`src/rtl/wb_arbiter_pkg.sv`:
```
// wb_arbiter_pkg: shared widths, reset values and the long-result buffer entry type.
package wb_arbiter_pkg;
  localparam int ADDR_W        = 5;
  localparam int DATA_W        = 32;
  localparam int WB_REG_NUM    = 32;
  localparam int WB_FIFO_DEPTH = 2;
  localparam logic [ADDR_W-1:0] ZERO_REG  = '0;
  localparam logic [DATA_W-1:0] ZERO_WORD = '0;
  typedef struct packed {
    logic [ADDR_W-1:0] addr;
    logic [DATA_W-1:0] data;
  } wb_entry_t;
endpackage

```
`src/rtl/wb_arbiter_if.sv`:
```
// wb_arbiter_if: EX, issue, long-unit and register-file write port signals of the write-back stage.
interface wb_arbiter_if import wb_arbiter_pkg::*; #(parameter int REG_NUM = WB_REG_NUM) ();
  logic              ex_we_i;
  logic [ADDR_W-1:0] ex_waddr_i;
  logic [DATA_W-1:0] ex_wdata_i;
  logic              iss_valid_i;
  logic [ADDR_W-1:0] iss_waddr_i;
  logic              lu_valid_i;
  logic [ADDR_W-1:0] lu_waddr_i;
  logic [DATA_W-1:0] lu_wdata_i;
  logic              lu_ready_o;
  logic              we_o;
  logic [ADDR_W-1:0] waddr_o;
  logic [DATA_W-1:0] wdata_o;
  logic [REG_NUM-1:0] busy_o;
  logic              err_o;
  modport master (
    output ex_we_i, ex_waddr_i, ex_wdata_i, iss_valid_i, iss_waddr_i, lu_valid_i, lu_waddr_i, lu_wdata_i,
    input  lu_ready_o, we_o, waddr_o, wdata_o, busy_o, err_o
  );
  modport slave (
    input  ex_we_i, ex_waddr_i, ex_wdata_i, iss_valid_i, iss_waddr_i, lu_valid_i, lu_waddr_i, lu_wdata_i,
    output lu_ready_o, we_o, waddr_o, wdata_o, busy_o, err_o
  );
endinterface

```
`src/rtl/wb_fifo.sv`:
```
// wb_fifo: synchronous FIFO holding long-latency results that lost write-port arbitration.
module wb_fifo #(
    parameter int DEPTH = 2,
    parameter int W     = 37
) (
    input  logic                       clk,
    input  logic                       rst,
    input  logic                       push,
    input  logic                       pop,
    input  logic [W-1:0]               din,
    output logic [W-1:0]               dout,
    output logic                       full,
    output logic                       empty,
    output logic [$clog2(DEPTH):0]     count
);
    localparam int AW = $clog2(DEPTH);
    logic [W-1:0]  mem [DEPTH];
    logic [AW-1:0] wp, rp;
    logic          wr, rd;
    assign full  = count == (AW+1)'(DEPTH);
    assign empty = count == '0;
    assign rd    = pop && !empty;
    // A pop on a full FIFO frees the slot being written this edge.
    assign wr    = push && (!full || rd);
    assign dout  = mem[rp];
    always_ff @(posedge clk)
        if (wr) mem[wp] <= din;
    always_ff @(posedge clk)
        if (!rst) begin
            wp    <= '0;
            rp    <= '0;
            count <= '0;
        end else begin
            if (wr) wp <= wp + 1'b1;
            if (rd) rp <= rp + 1'b1;
            count <= count + (AW+1)'(wr) - (AW+1)'(rd);
        end
endmodule

```
`src/rtl/wb_arbiter.sv`:
```
// wb_arbiter: write-back arbitration of EX and long-latency results onto the single register write port,
// with a pending-write scoreboard for ID stalls and a sticky protocol-violation flag.
module wb_arbiter import wb_arbiter_pkg::*; #(
    parameter int FIFO_DEPTH = WB_FIFO_DEPTH,
    parameter int REG_NUM    = WB_REG_NUM
) (
    input logic         clk,
    input logic         rst,
    wb_arbiter_if.slave bus
);
    localparam int CW = $clog2(FIFO_DEPTH) + 1;
    wb_entry_t    head, lu_e, long_e;
    logic [$bits(wb_entry_t)-1:0] head_raw;
    logic         full, empty, ex_ok, iss_ok, lu_acc, lu_ok, direct, pop, push, long_wr, err_now;
    logic [CW-1:0] count;
    logic [REG_NUM-1:0] set, clr;
    assign lu_e    = '{addr: bus.lu_waddr_i, data: bus.lu_wdata_i};
    assign head    = head_raw;
    assign bus.lu_ready_o = count != CW'(FIFO_DEPTH);
    assign ex_ok   = bus.ex_we_i && bus.ex_waddr_i != ZERO_REG;
    assign iss_ok  = bus.iss_valid_i && bus.iss_waddr_i != ZERO_REG;
    assign lu_acc  = bus.lu_valid_i && bus.lu_ready_o;
    assign lu_ok   = lu_acc && bus.lu_waddr_i != ZERO_REG;
    assign direct  = !ex_ok && empty && lu_ok;
    assign pop     = !ex_ok && !empty;
    assign push    = lu_ok && !direct && !full;
    assign long_wr = pop || direct;
    assign long_e  = pop ? head : lu_e;
    assign clr     = long_wr ? REG_NUM'(1) << long_e.addr : '0;
    assign set     = iss_ok ? REG_NUM'(1) << bus.iss_waddr_i : '0;
    // A retirement in the same cycle frees the register for a legal re-issue.
    assign err_now = (iss_ok && bus.busy_o[bus.iss_waddr_i] && !clr[bus.iss_waddr_i])
                  || (ex_ok && bus.busy_o[bus.ex_waddr_i])
                  || (lu_acc && !bus.busy_o[bus.lu_waddr_i]);
    wb_fifo #(.DEPTH(FIFO_DEPTH), .W($bits(wb_entry_t))) u_fifo (
        .clk   (clk),
        .rst   (rst),
        .push  (push),
        .pop   (pop),
        .din   (lu_e),
        .dout  (head_raw),
        .full  (full),
        .empty (empty),
        .count (count)
    );
    always_ff @(posedge clk)
        if (!rst) begin
            bus.we_o    <= 1'b0;
            bus.waddr_o <= ZERO_REG;
            bus.wdata_o <= ZERO_WORD;
            bus.busy_o  <= '0;
            bus.err_o   <= 1'b0;
        end else begin
            bus.we_o    <= ex_ok || long_wr;
            bus.waddr_o <= ex_ok ? bus.ex_waddr_i : long_wr ? long_e.addr : ZERO_REG;
            bus.wdata_o <= ex_ok ? bus.ex_wdata_i : long_wr ? long_e.data : ZERO_WORD;
            bus.busy_o  <= (bus.busy_o & ~clr) | set;
            bus.err_o   <= bus.err_o || err_now;
        end
endmodule

```
`src/flat_wrapper.sv`:
```
// flat-port wrapper written by rule: the top's interface ports become plain ports
module wb_arbiter_flat import wb_arbiter_pkg::*;
#(
    parameter int FIFO_DEPTH = WB_FIFO_DEPTH,
    parameter int REG_NUM    = WB_REG_NUM
)
  (clk, rst, bus_ex_we_i, bus_ex_waddr_i, bus_ex_wdata_i, bus_iss_valid_i, bus_iss_waddr_i, bus_lu_valid_i, bus_lu_waddr_i, bus_lu_wdata_i, bus_lu_ready_o, bus_we_o, bus_waddr_o, bus_wdata_o, bus_busy_o, bus_err_o);
  wb_arbiter_if #(.REG_NUM(REG_NUM)) bus_i ();
  input logic clk;
  input logic rst;
  input wire logic [$bits(bus_i.ex_we_i)-1:0] bus_ex_we_i;
  input wire logic [$bits(bus_i.ex_waddr_i)-1:0] bus_ex_waddr_i;
  input wire logic [$bits(bus_i.ex_wdata_i)-1:0] bus_ex_wdata_i;
  input wire logic [$bits(bus_i.iss_valid_i)-1:0] bus_iss_valid_i;
  input wire logic [$bits(bus_i.iss_waddr_i)-1:0] bus_iss_waddr_i;
  input wire logic [$bits(bus_i.lu_valid_i)-1:0] bus_lu_valid_i;
  input wire logic [$bits(bus_i.lu_waddr_i)-1:0] bus_lu_waddr_i;
  input wire logic [$bits(bus_i.lu_wdata_i)-1:0] bus_lu_wdata_i;
  output wire logic [$bits(bus_i.lu_ready_o)-1:0] bus_lu_ready_o;
  output wire logic [$bits(bus_i.we_o)-1:0] bus_we_o;
  output wire logic [$bits(bus_i.waddr_o)-1:0] bus_waddr_o;
  output wire logic [$bits(bus_i.wdata_o)-1:0] bus_wdata_o;
  output wire logic [$bits(bus_i.busy_o)-1:0] bus_busy_o;
  output wire logic [$bits(bus_i.err_o)-1:0] bus_err_o;
  assign bus_i.ex_we_i = bus_ex_we_i;
  assign bus_i.ex_waddr_i = bus_ex_waddr_i;
  assign bus_i.ex_wdata_i = bus_ex_wdata_i;
  assign bus_i.iss_valid_i = bus_iss_valid_i;
  assign bus_i.iss_waddr_i = bus_iss_waddr_i;
  assign bus_i.lu_valid_i = bus_lu_valid_i;
  assign bus_i.lu_waddr_i = bus_lu_waddr_i;
  assign bus_i.lu_wdata_i = bus_lu_wdata_i;
  assign bus_lu_ready_o = bus_i.lu_ready_o;
  assign bus_we_o = bus_i.we_o;
  assign bus_waddr_o = bus_i.waddr_o;
  assign bus_wdata_o = bus_i.wdata_o;
  assign bus_busy_o = bus_i.busy_o;
  assign bus_err_o = bus_i.err_o;
  wb_arbiter #(.FIFO_DEPTH(FIFO_DEPTH), .REG_NUM(REG_NUM)) u_core (.clk(clk), .rst(rst), .bus(bus_i));
endmodule
```
`config.mk`:
```
export PLATFORM = sky130hd
export DESIGN_NAME = wb_arbiter_flat
export DESIGN_NICKNAME = d
export VERILOG_FILES = /design/src/rtl/wb_arbiter_pkg.sv /design/src/rtl/wb_arbiter_if.sv /design/src/rtl/wb_fifo.sv /design/src/rtl/wb_arbiter.sv /design/src/flat_wrapper.sv
export SDC_FILE = /design/constraint.sdc
export NUM_CORES = 1
export LEC_CHECK = 0
export ABC_AREA = 1
export CORE_MARGIN = 1
export CORE_UTILIZATION = 40
export CTS_CLUSTER_SIZE = 10
export DETAILED_ROUTE_END_ITERATION = 10
export GPL_TIMING_DRIVEN = 0
export SYNTH_ARGS = -nofsm -noshare
export SYNTH_HDL_FRONTEND = slang
export SYNTH_HIERARCHICAL = 1
export SYNTH_SLANG_ARGS = --single-unit
```
`constraint.sdc`:
```
create_clock -name clk -period 9.9 [get_ports clk]
set_input_delay 2.97 -clock clk [delete_from_list [all_inputs] [get_ports clk]]
set_output_delay 2.97 -clock clk [all_outputs]
set_load 0.02 [all_outputs]
```
==> out/results.txt, run 1 <==
Run status -> finished, final reports clean
CP bufs+invs -> 6
Htree depth -> 4
Core area -> 0.01883 mm²
Sequential area share after synthesis -> 48.51%
Cells after Synth -> 914
Diode count -> 0
Synth top cells by count -> nand2_1, nor2_1, o21ai_0
Routed Wire Length -> 25750 µm
Fmax -> 0.1704 GHz
Final HPWL DP -> 18480 µm
CTS Buffer Depth -> 2
Worst r2r src -> u_core/u_fifo/count[1]$_SDFF_PN0_
Final min period -> 5.869 ns
Netlist area before placement -> 0.007717 mm²
First-pass GRT wire length -> 39120 µm
CTS tree -> done
CP dominant cell by count -> inv_2
Crit path DAT -> 5.92 ns
Clk Latency, worst-skew pair -> 0.43 ns
Max Cap Viol -> 0
Die width -> 140.9 µm
R2R depth -> 10
Via count -> 7263
PostCTS Resize Cnt -> 0
Core Rows -> 50
Layout Nets -> 1170
Post-synth top area share -> 28.79%
FF-to-FF End -> u_core/u_fifo/mem[1][4]$_DFFE_PP_
Overall power -> 2047 µW
Final Util -> 54.19%
CP startpoint kind -> input pin
CP required -> 9.95 ns
Root Driver -> clkbuf_16
Number of global-route vias before repair -> 6896
I/O Pins -> 156
Crit Path Category -> in -> reg
Iter 0 DRT Violations -> 630
CTS sink cnt -> 150
Delay-heaviest family, CP -> buffers and inverters
Final Hold Vio Count -> 0
FF+latch count, synth -> 150
Setup_tns -> 0 ns
Max-slew violation count -> 0
CP max FO -> 37
Finished Layout Cells -> 1358
Pleak -> 0.003793 µW
Syn Area/Cell -> 8.444 µm²
WHS Endpoint -> u_core/bus.busy_o[25]$_SDFF_PN0_
Post-synth cell types -> 44
Hold Path Class -> reg -> reg
EDFF count, synth -> 74
Post-Syn Nets -> 999
Synth async-reset ratio -> 0%
Final Skew -> 0.01074 ns
Largest net degree at the start of global routing -> 38
Initial DRT Pass Iterations -> 5
Port Buffers -> 151
Fill cell count -> 1760
Hold Path Cell Cnt -> 2
Setup violators final -> 0
Tcrit/Tclk final -> 59.28%
WL/cell -> 18.96 µm
R2R setup slack -> 6.73 ns
P per Cell Area -> 200.6 mW/mm²
Slowest stage delay, CP -> 0.69 ns
Crit path cell chain -> clkdlybuf4s50_1 > nor2_4 > nand3_2 > nand2_4 > nand2_8 > buf_6 > inv_2 > clkbuf_1 > inv_1 > nand3b_1 > nand3_1 > inv_2
FF+latch area -> 0.003744 mm²
Slew HR -> 38.33%
Layout cell share with drive strength beyond 1 -> 11.29%
Total gr overflow -> 0
Setup crit end kind -> register
Synth area leader -> edfxtp_1
Initial Util -> 40.98%
Count leader, synth -> nand2_1
Clock buffer count from CTS -> 17
Synth warn -> 6
Placed Cells -> 1326
Final GP Congestion -> 0.9840
Post-CTS setup buffer count -> 0
Ys flop type -> dfxtp_1
Initial antenna violation count -> 0
Hold path start -> u_core/bus.busy_o[25]$_SDFF_PN0_
Final ANT Viol Nets -> 0
GRT Util Overall -> 26.28%
Maximum vdd ir drop -> 0.1262 mV
Vias/cell -> 5.348
CP max stage cell -> inv_2
Die Ht -> 140.9 µm
Hold buffers post-CTS -> 0
Synth-to-layout area growth -> 32.21%
Unrepaired setup endpoints after global routing -> no
Die area -> 0.01985 mm²
Clk slew on worst S/H paths -> 0.06 ns
Worst-Margin Slew -> 0.9250 ns
Ranking of synthesized cells by area -> edfxtp_1, dfxtp_1, nand2_1
Multi-input logic area -> 0.003443 mm²
DRC -> 0
cells in the final DEF, fill, tap and decap left out, drive strengths merged, types with 4 or more instances in the layout:
cell type        n
nor3             4
mux2            37
nor2           122
bufinv           4
nand4           25
nand3           44
a22oi            4
inv             63
clkinv           9
edfxtp          74
buf             20
o21ai           94
a21oi           88
o211ai           8
clkbuf          53
clkdlybuf4s50  151
dfxtp           76
nand2          201
tightest hold or removal path: cells and delay by family (launching register included):
family | cells | cell delay [ns]
DFF | 1 | 0.32
and+or+nand+nor | 1 | 0.06
AOI/OAI and AO/OA | 1 | 0.05
power breakdown:
group / switching, µW / leakage (µW) / internal, µW / total, µW
Clock: 260 / 0.000300 / 429 / 689
Sequential: 24.0 / 0.00130 / 740 / 764
Combinational: 371 / 0.00219 / 223 / 594
Total: 655 / 0.00379 / 1390 / 2050
layout make-up:
class / count / area share [%]
sequential: 150 / 36.69
multi-input combinational: 647 / 33.75
timing repair buffer: 152 / 15.01
clock buffer: 20 / 4.378
tap: 260 / 3.188
buffer: 52 / 2.882
inverter: 65 / 2.391
clock inverter: 12 / 1.717
per-layer routing:
| layer | GRT usage [%] | wire [µm] | vias to the layer above |
|---|---|---|---|
| li1 | - | - | 3459 |
| met1 | 35.07 | 11460 | 3405 |
| met2 | 41.84 | 11800 | 343 |
| met3 | 4.450 | 1711 | 56 |
| met4 | 11.78 | 779 | 0 |
| met5 | 0 | 0 | - |
sequential cells by signal, indices dropped and copies added (netlist names), named ones only:
| register | cells |
|---|---|
| u_core/u_fifo/rp | 1 |
| u_core/u_fifo/count | 2 |
| u_core/bus.wdata_o | 32 |
| u_core/u_fifo/wp | 1 |
| u_core/bus.busy_o | 32 |
| u_core/bus.waddr_o | 5 |
| u_core/bus.we_o | 1 |
| u_core/u_fifo/mem | 74 |
| u_core/bus.err_o | 1 |
stage by stage:
step	cell area (µm²)	hold WS (ns)	worst slack [ns]
final	10200	0.4873	4.031
after detailed placement	9582	0.4694	3.598
after CTS	10200	0.4851	4.042
after global placement	9554	0.4760	1.614
after floorplan	7717	0.4614	3.644
after global routing	10200	0.5034	3.878
kinds of logic (layout without fill, tap and decap cells):
logic type	count (synthesis)	in the layout	share of synthesized area (%)
adders and majority gates	1	1	0.1621
buffers and inverters	117	301	6.971
AOI/OAI and AO/OA	210	210	14.92
muxes	37	37	6.858
and+or+nand+nor	399	399	22.58
DFF	150	150	48.51
worst max-delay path by stage:
stage | startpoint | end | slack (ns) | depth (start not counted)
floorplan | bus_ex_waddr_i[1] | u_core/u_fifo/mem[0][0]$_DFFE_PP_ | 3.64 | 12
global route | bus_ex_waddr_i[3] | u_core/u_fifo/mem[1][6]$_DFFE_PP_ | 3.88 | 12
CTS | bus_ex_waddr_i[3] | u_core/u_fifo/mem[1][31]$_DFFE_PP_ | 4.04 | 12
finish | bus_ex_waddr_i[3] | u_core/u_fifo/mem[1][4]$_DFFE_PP_ | 4.03 | 12
detailed placement | bus_ex_waddr_i[3] | u_core/u_fifo/mem[1][2]$_DFFE_PP_ | 3.60 | 12
global placement | bus_ex_waddr_i[3] | u_core/u_fifo/mem[0][2]$_DFFE_PP_ | 1.61 | 12
Power figures use the tool's default switching activity.
==> run 2, diff against run 1 <==
clock period = 5.93 ns   (was 9.9 ns; I/O delays follow)
==> results of run 2 <==
The final DEF is identical to that of run 1. Status: finished, final reports clean.
Main changes from that run: setup slack after placement 3.598 ns -> 0.8189 ns; setup slack after layout 4.031 ns -> 1.252 ns; register-to-register setup slack 6.73 ns -> 2.76 ns; total power 2047 µW -> 3417 µW; worst IR drop on VDD 0.1262 mV -> 0.2106 mV
==> run 3, diff against run 2 <==
PLACE_DENSITY = 0.67   (was unset)
clock period = 3.9 ns   (was 5.93 ns; I/O delays follow)
==> run 3 against run 2 <==
  * First-iteration DRC count grew 9.5%
  * Non-clock buffer count shrank 2
  * Sequential power grew 52%
  * Combinational power grew 49%
  * Count of clock-buffer cells in the layout shrank 1
  * Routed wire length shrank 2.0%
==> out/results.txt, run 3 (synthesis results as in run 1) <==
Run status -> finished, final reports clean
Crit path DAT -> 3.94 ns
CTS Buffer Depth -> 2 (unchanged)
Routed Wire Length -> 25250 µm (-2.0%)
Clk slew on worst S/H paths -> 0.07 ns (about the same)
Clk Latency, worst-skew pair -> 0.43 ns (about the same)
CP bufs+invs -> 6 (unchanged)
Htree depth -> 4 (unchanged)
Crit Path Category -> in -> reg
DRC -> 0 (unchanged)
Delay-heaviest family, CP -> simple AND/OR/NAND/NOR gates
Tcrit/Tclk final -> 93.74%
Root Driver -> clkbuf_16
CP dominant cell by count -> nand2_1
Hold Path Class -> reg -> reg
Core Rows -> 50 (unchanged)
Die Ht -> 140.9 µm (unchanged)
Slowest stage delay, CP -> 0.49 ns (-0.20 ns)
Unrepaired setup endpoints after global routing -> no
Slew HR -> 51.08% (+13 points)
Most frequent cells in the layout -> nand2_1, clkdlybuf4s50_1, nor2_1
Regs by FF count -> u_core/u_fifo/mem x74, u_core/bus.busy_o x32, u_core/bus.wdata_o x32
CTS sink cnt -> 150 (unchanged)
Maximum vdd ir drop -> 0.3626 mV
Largest net degree at the start of global routing -> 38 (unchanged)
GRT Util Overall -> 26.18% (-0.10 points)
Hold buffers post-CTS -> 0 (unchanged)
Largest register FFs -> 74 (unchanged)
Clock buffer count from CTS -> 17 (unchanged)
Pleak -> 0.003780 µW (-0.33%)
CP max stage cell -> clkdlybuf4s50_1
Port Buffers -> 151 (unchanged)
Synth-to-layout area growth -> 31.76%
Max-slew violation count -> 0 (unchanged)
P per Cell Area -> 499.3 mW/mm²
Biggest register -> u_core/u_fifo/mem
I/O Pins -> 156 (unchanged)
Iter 0 DRT Violations -> 690 (+9.5%)
CP required -> 4.19 ns
Final ANT Viol Nets -> 0 (unchanged)
Final Util -> 54.00% (-0.19 points)
Core area -> 0.01883 mm² (unchanged)
Placed Cells -> 1326 (unchanged)
Final HPWL DP -> 18180 µm (-1.6%)
Number of global-route vias before repair -> 6884 (-0.17%)
Finished Layout Cells -> 1357 (-0.074%)
Total gr overflow -> 0 (unchanged)
Initial Util -> 40.98% (unchanged)
Final min period -> 3.656 ns
Fill cell count -> 1749 (-0.63%)
Layout cell share with drive strength beyond 1 -> 11.59% (+0.29 points)
CP startpoint kind -> input pin
CP max FO -> 10 (-73%)
Final GP Congestion -> 0.9639 (-2.0%)
Max Cap Viol -> 0 (unchanged)
First-pass GRT wire length -> 39100 µm (about the same)
Layout Nets -> 1168 (-0.17%)
Via count -> 7206 (-0.78%)
Setup violators final -> 0 (unchanged)
Commonest non-fill, non-tap cell in the layout -> nand2_1
Die width -> 140.9 µm (unchanged)
FF+latch area -> 0.003744 mm² (unchanged)
Final Hold Vio Count -> 0 (unchanged)
Setup crit end kind -> register
CTS tree -> done
Crit path cell chain -> clkdlybuf4s50_1 > buf_4 > clkinv_1 > nand4_1 > nand2_1 > nand2_1 > nand2_2 > nor2_2 > buf_4 > buf_6 > nand4_1 > nand2_1 > inv_1 > nand2_1 > nand3_1 > nand3_1 > nand2_1 > nand2_1 > a21oi_2
Initial DRT Pass Iterations -> 5 (unchanged)
WL/cell -> 18.61 µm (-1.9%)
Multi-input logic area -> 0.003443 mm² (unchanged)
Initial antenna violation count -> 1 (+1)
Post-CTS setup buffer count -> 0 (unchanged)
Fmax -> 0.2735 GHz
Worst-Margin Slew -> 0.7338 ns (-0.1913 ns)
Vias/cell -> 5.310 (-0.71%)
Die area -> 0.01985 mm² (unchanged)
Final Skew -> 0.01025 ns (-0.0004853 ns)
[run 3: cell count changes in the layout (fill, tap and decap cells not counted), moves of 2 or more]
cell and delta:
clkinv_2 +2, bufinv_16 -2, clkbuf_1 -3, clkinv_1 -2
[run 3: layout make-up]
| cell class | count | share of cell area, % |
|---|---|---|
| well taps | 260 | 3.199 |
| diodes | 1 | 0.02461 |
| repair buffers | 152 | 15.06 |
| clock inverters | 13 | 1.452 |
| clock buffers | 19 | 4.356 |
| flip-flops and latches | 150 | 36.82 |
| multi-input cells | 647 | 33.86 |
| inverters | 65 | 2.412 |
| plain buffers | 50 | 2.818 |
[run 3: final timing paths]
kind	from	to	slack [ns]	cells past startpoint
min reg2reg	u_core/bus.busy_o[25]$_SDFF_PN0_	u_core/bus.busy_o[25]$_SDFF_PN0_	0.49	2
max	bus_lu_waddr_i[0]	u_core/bus.err_o$_SDFF_PN0_	0.24	19
max reg2reg	u_core/u_fifo/count[1]$_SDFF_PN0_	u_core/bus.err_o$_SDFF_PN0_	1.16	17
min	u_core/bus.busy_o[25]$_SDFF_PN0_	u_core/bus.busy_o[25]$_SDFF_PN0_	0.49	2
[run 3: metal layers]
metal  vias to the layer above  GRT usage, %  wire [µm]
li1                       3459             -          -
met1                      3338         34.46      10770
met2                       350         42.26      11840
met3                        59         5.299       2007
met4                         0         10.24        622
met5                         -             0          0
[run 3: worst register-to-register path: stages (launching register included)]
cell and delay, ns:
dfxtp_1 0.36, nor2_2 0.23, inv_1 0.22, nand2_8 0.16
buf_6 0.16, nand2_2 0.06, nand2_2 0.10, nand2_2 0.07
nor2_2 0.28, nand3_1 0.22, nor2_1 0.14, nor2_1 0.06
nand2_1 0.05, nand3_1 0.08, nand3_1 0.13, nand2_1 0.06
nand2_1 0.15, a21oi_2 0.07
[run 3: report_power, final]
part | total [µW] | internal (µW) | switching [µW] | leakage (µW)
clock | 1650 | 969 | 679 | 0.000291
sequential | 1950 | 1880 | 65.8 | 0.00130
combinational | 1480 | 565 | 918 | 0.00219
[run 3: per-stage QoR]
step / setup slack (ns) / hold slack (ns) / total power [µW] / setup TNS, ns / cell area, µm²
5_1_grt: 0.001150 / 0.5175 / 5313 / 0 / 10170
6_report: 0.2441 / 0.4854 / 5077 / 0 / 10170
4_1_cts: 0.002613 / 0.4846 / 5090 / 0 / 10170
3_3_place_gp: -1.350 / 0.4729 / 3421 / -86.69 / 9557
3_5_place_dp: -0.4509 / 0.4726 / 3452 / -24.40 / 9582
2_1_floorplan: 0.05400 / 0.4669 / 2918 / 0 / 7720
[run 3: what timing repair did]
action,in CTS,in global routing
gates resized for setup,0,1
endpoints found under the hold margin,0,0
setup endpoints to repair,0,39
